[src/rtl/fft_bitrev_loader.sv]
// fft_bitrev_loader: ping-pong frame buffer feeding the radix-2 butterfly array.
// Accepts samples in natural order and re-emits each frame of 2^LOG2PTS
// samples in bit-reversed index order, one sample per cycle.
// Optional build macro FRAME_CHECK_EN adds in_last / frame_err framing check.
module fft_bitrev_loader #(
    parameter int unsigned N       = 8,
    parameter int unsigned LOG2PTS = 3
) (
    input  logic               clk,
    input  logic               rst,
    input  logic               in_valid,
    output logic               in_ready,
    input  logic [N-1:0]       in_re,
    input  logic [N-1:0]       in_im,
`ifdef FRAME_CHECK_EN
    input  logic               in_last,
    output logic               frame_err,
`endif
    output logic               out_valid,
    input  logic               out_ready,
    output logic [N-1:0]       out_re,
    output logic [N-1:0]       out_im,
    output logic [LOG2PTS-1:0] out_idx,
    output logic               out_last
);

    localparam int unsigned P = 1 << LOG2PTS;
    localparam int unsigned W = 2 * N;
    localparam int          LP = int'(LOG2PTS);
    localparam logic [LOG2PTS-1:0] PTR_MAX = LOG2PTS'(P - 1);

    // Mirror the address bits: natural index -> bit-reversed index.
    function automatic logic [LOG2PTS-1:0] bitrev(input logic [LOG2PTS-1:0] a);
        logic [LOG2PTS-1:0] r;
        r = '0;
        for (int i = 0; i < LP; i++) begin
            r[i] = a[LP-1-i];
        end
        return r;
    endfunction

    logic [W-1:0]       mem_q [2][P];
    logic [LOG2PTS-1:0] wptr_q, wptr_d;
    logic [LOG2PTS-1:0] rptr_q, rptr_d;
    logic               wsel_q, wsel_d;
    logic               rsel_q, rsel_d;
    logic [1:0]         bank_full_q, bank_full_d;
    logic               wr_en;
    logic               rd_en;
    logic [LOG2PTS-1:0] rd_addr;
    logic [W-1:0]       rd_word;

    // Pointer / bank bookkeeping for writer and reader; both sides may update bank_full together.
    always_comb begin
        wptr_d      = wptr_q;
        rptr_d      = rptr_q;
        wsel_d      = wsel_q;
        rsel_d      = rsel_q;
        bank_full_d = bank_full_q;
        in_ready    = !bank_full_q[wsel_q];
        out_valid   = bank_full_q[rsel_q];
        wr_en       = in_valid && in_ready;
        rd_en       = out_valid && out_ready;
        if (wr_en) begin
            if (wptr_q == PTR_MAX) begin
                wptr_d              = '0;
                wsel_d              = !wsel_q;
                bank_full_d[wsel_q] = 1'b1;
            end else begin
                wptr_d = wptr_q + LOG2PTS'(1);
            end
        end
        if (rd_en) begin
            if (rptr_q == PTR_MAX) begin
                rptr_d              = '0;
                rsel_d              = !rsel_q;
                bank_full_d[rsel_q] = 1'b0;
            end else begin
                rptr_d = rptr_q + LOG2PTS'(1);
            end
        end
    end

    // Asynchronous read of the draining bank; data forced to zero while empty.
    always_comb begin
        rd_addr  = bitrev(rptr_q);
        rd_word  = mem_q[rsel_q][rd_addr];
        out_idx  = rd_addr;
        out_re   = out_valid ? rd_word[W-1:N] : '0;
        out_im   = out_valid ? rd_word[N-1:0] : '0;
        out_last = out_valid && (rptr_q == PTR_MAX);
    end

    // Control state registers with synchronous reset.
    always_ff @(posedge clk) begin
        if (rst) begin
            wptr_q      <= '0;
            rptr_q      <= '0;
            wsel_q      <= 1'b0;
            rsel_q      <= 1'b0;
            bank_full_q <= '0;
        end else begin
            wptr_q      <= wptr_d;
            rptr_q      <= rptr_d;
            wsel_q      <= wsel_d;
            rsel_q      <= rsel_d;
            bank_full_q <= bank_full_d;
        end
    end

    // Sample RAM write port; contents are never reset.
    always_ff @(posedge clk) begin
        if (wr_en && !rst) begin
            mem_q[wsel_q][wptr_q] <= {in_re, in_im};
        end
    end

`ifdef FRAME_CHECK_EN
    logic frame_err_q, frame_err_d;

    // Sticky flag: in_last must coincide exactly with the final slot of a frame.
    always_comb begin
        frame_err_d = frame_err_q;
        if (wr_en && (in_last != (wptr_q == PTR_MAX))) begin
            frame_err_d = 1'b1;
        end
    end

    // Error flag register, cleared only by reset.
    always_ff @(posedge clk) begin
        if (rst) begin
            frame_err_q <= 1'b0;
        end else begin
            frame_err_q <= frame_err_d;
        end
    end

    assign frame_err = frame_err_q;
`endif

endmodule

[config.mk]
export PLATFORM = sky130hd
export DESIGN_NAME = fft_bitrev_loader
export DESIGN_NICKNAME = d
export VERILOG_FILES = /design/src/rtl/fft_bitrev_loader.sv
export SDC_FILE = /design/constraint.sdc
export NUM_CORES = 1
export LEC_CHECK = 0
export BUFFER_PORTS_ARGS = -buffer_cell sky130_fd_sc_hd__clkbuf_2
export CORE_ASPECT_RATIO = 0.8
export CORE_MARGIN = 1
export CORE_UTILIZATION = 50
export DETAILED_ROUTE_END_ITERATION = 7
export GPL_ROUTABILITY_DRIVEN = 0
export PLACE_DENSITY = 0.67
export SKIP_CTS_REPAIR_TIMING = 1
export SLEW_MARGIN = 20
export SYNTH_ARGS = -nofsm -noshare
export SYNTH_HDL_FRONTEND = slang
export SYNTH_SLANG_ARGS = --single-unit
[constraint.sdc]
create_clock -name clk -period 8.3 [get_ports clk]
set_clock_uncertainty 0.2 [all_clocks]
set_input_delay 2.075 -clock clk [delete_from_list [all_inputs] [get_ports clk]]
set_output_delay 2.075 -clock clk [all_outputs]
set_load 0.005 [all_outputs]
==> flow_metrics.env <==
export IMPL_row_count=46
export IMPL_grt_max_degree=47
export IMPL_antenna_found_initial=0
export IMPL_maxSlewHeadroom=0.214
export IMPL_hold_viol_final=0
export IMPL_setup_viol=0
export IMPL_yosysUniqueCellTypes=38
export IMPL_numPortBuffers=41
export IMPL_synth_warnings=0
export IMPL_rsz0062_at_grt="no"
export IMPL_peakVddDrop_mv=0.140
export IMPL_fmax_mhz=186
export IMPL_antenna_cells=0
export IMPL_gr_usage_met2=0.333
export IMPL_period_share=0.648
export IMPL_final_common_cell="edfxtp_1"
export IMPL_layout_cells_non_filler=819
export IMPL_synth_ff_type="edfxtp_1"
export IMPL_worst_pin_slew_ns=1.18
export IMPL_finalSetupTns_ns=0
export IMPL_async_flop_share=0
export IMPL_maxCapViolations=0
export IMPL_syn2layout_area_growth_pct=13.7
export IMPL_die_area_um2=21400
export IMPL_endpoint_kind="output port"
export IMPL_initial_core_util=0.518
export IMPL_leakagePower_nw=3.65
export IMPL_synthCells=478
export IMPL_grtUsageMet3=0.0319
export IMPL_start_kind="register"
export IMPL_first_global_vias=5031
export IMPL_path_max_fanout=38
export IMPL_layout_nets=561
export IMPL_drive_gt1_frac=0.326
export IMPL_ys_seq_area_frac=0.760
export IMPL_ant_nets=0
export IMPL_cts_root_buffer="clkbuf_16"
export IMPL_drv_slew=0
export IMPL_grt_total_usage=0.209
export IMPL_multi_input_area_um2=2420
export IMPL_die_x_um=163
export IMPL_synth_edff_count=256
export IMPL_yosys_register_bits=267
export IMPL_synth_area_um2=10400
export IMPL_routed_wl_um=21000
export IMPL_first_pass_iters=5
export IMPL_busiest_layer="met2"
export IMPL_vias_per_cell=6.01
export IMPL_fp_dieH_um=131
export IMPL_avgSynthCellArea_um2=21.8
export IMPL_cts_made_buffers=25
export IMPL_clock_sinks=267
export IMPL_synth_fp_nets=502
export IMPL_cts_tree="yes"
export IMPL_powerDensity_nw_per_um2=223
export IMPL_grt_overflow=0
export IMPL_drtIter0Drc=503
export IMPL_htreeDepth=1
export IMPL_status="finished clean"
export IMPL_grt_pass1_wl_um=31800
export IMPL_io_pins=42
export IMPL_coreArea_um2=20100
export IMPL_hpwl_um=11500
export IMPL_wl_per_cell_um=25.6
export IMPL_vias=4921
export IMPL_grtUsageMet1=0.301
export IMPL_critPathKind="reg -> out"
export IMPL_arrival_ns=3.10
export IMPL_period_minus_slack_ns=5.37
export IMPL_n_fill_cell=1441
export IMPL_critPathRequiredTime_ns=6.03
export IMPL_clk_latency_ns=0.52
export IMPL_final_cell_mix="256 x edfxtp_1, 62 x mux4_2, 41 x clkbuf_2"
export IMPL_min_path_type="reg -> reg"
export IMPL_clkTransAtPathRegs_ns=0.06
export IMPL_dp_cells=774
export IMPL_clockBufferDepth=3
export IMPL_drc_errors=0
export IMPL_seqCellArea_um2=7910
[cell type report]
cell class | count | area share
Inverter | 6 | 0.00190
Timing Repair Buffer | 58 | 0.0294
Clock inverter | 15 | 0.0126
Sequential cell | 267 | 0.669
Clock buffer | 30 | 0.0545
Tap cell | 264 | 0.0279
Multi-Input combinational cell | 179 | 0.205
[synthesized netlist by cell type, types with 2 or more instances]
cell      count  share of area
a21oi_1       7         0.0034
a31oi_1       3         0.0018
buf_1         2        0.00072
buf_2        11         0.0053
buf_4         4         0.0029
buf_6         3         0.0032
clkbuf_1      5         0.0018
dfxtp_1      11          0.021
edfxtp_1    256           0.74
ha_1          4         0.0048
inv_1         6         0.0022
mux2_2        3         0.0032
mux2i_1      33          0.032
mux4_2       62           0.13
nand2_1       4         0.0014
nand2b_1      3         0.0018
nand3_1       3         0.0014
nor2_1        4         0.0014
nor3_1        7         0.0034
nor3_2        6         0.0058
nor4_1        2         0.0012
nor4_2        2         0.0024
o21ai_0       6         0.0029
o22ai_1      16         0.0096
or4_1         2         0.0014
[sequential cells by signal, indices dropped and copies added (netlist names), named ones only]
signal,count
mem_q,256
bank_full_q,2
wsel_q,1
rsel_q,1
rptr_q,3
wptr_q,3
[metrics by stage]
stage / hold slack [ns] / instance area [µm²] / util / power (mW) / worst slack (ns)
floorplan: 0.281 / 10400 / - / 1.53 / 3.52
global placement: 0.302 / 11000 / 0.548 / 1.56 / 3.36
detailed placement: 0.326 / 11000 / 0.549 / 1.56 / 3.35
CTS: 0.343 / 11800 / 0.589 / 2.67 / 2.81
global route: 0.356 / 11800 / 0.589 / 2.72 / 2.63
finish: 0.350 / 11800 / 0.589 / 2.64 / 2.93
[kinds of logic after synthesis]
kind of cell,share of synthesized area
buf+inv,0.0166
mux,0.171
simple gates,0.0266
fa+ha+maj,0.00481
flops,0.760
compound gates,0.0213
[metal layers]
metal / vias up / share of wire / routed length (µm)
li1: 2143 / - / -
met1: 2609 / 0.46 / 9670
met5: - / 0 / 0
met3: 39 / 0.040 / 838
met4: 0 / 0.027 / 566
met2: 130 / 0.47 / 9930
[power by group]
group	leakage, nW	internal, mW	switching, mW	total [mW]
registers	2.40	1.48	0.00411	1.49
logic	0.866	0.0121	0.0319	0.0440
clock network	0.384	0.646	0.466	1.11
[critical path: stages, from the launching register on]
cell,delay (ns)
dfxtp_4,0.73
buf_4,0.69
mux4_2,0.58
mux2i_1,0.18
o22ai_1,0.16
clkbuf_2,0.20
[worst paths after layout]
path	from	end	slack, ns	depth (start not counted)
setup / recovery	register	out_im[0]	2.93	5
hold / removal	rptr_q[0]$_SDFFE_PP0N_	rptr_q[0]$_SDFFE_PP0N_	0.35	2
setup reg to reg	wsel_q$_SDFFE_PP0P_	mem_q[0][63]$_DFFE_PP_	5.19	3
hold reg to reg	rptr_q[0]$_SDFFE_PP0N_	rptr_q[0]$_SDFFE_PP0N_	0.35	2
No activity file was read; power rests on OpenSTA's default activity.
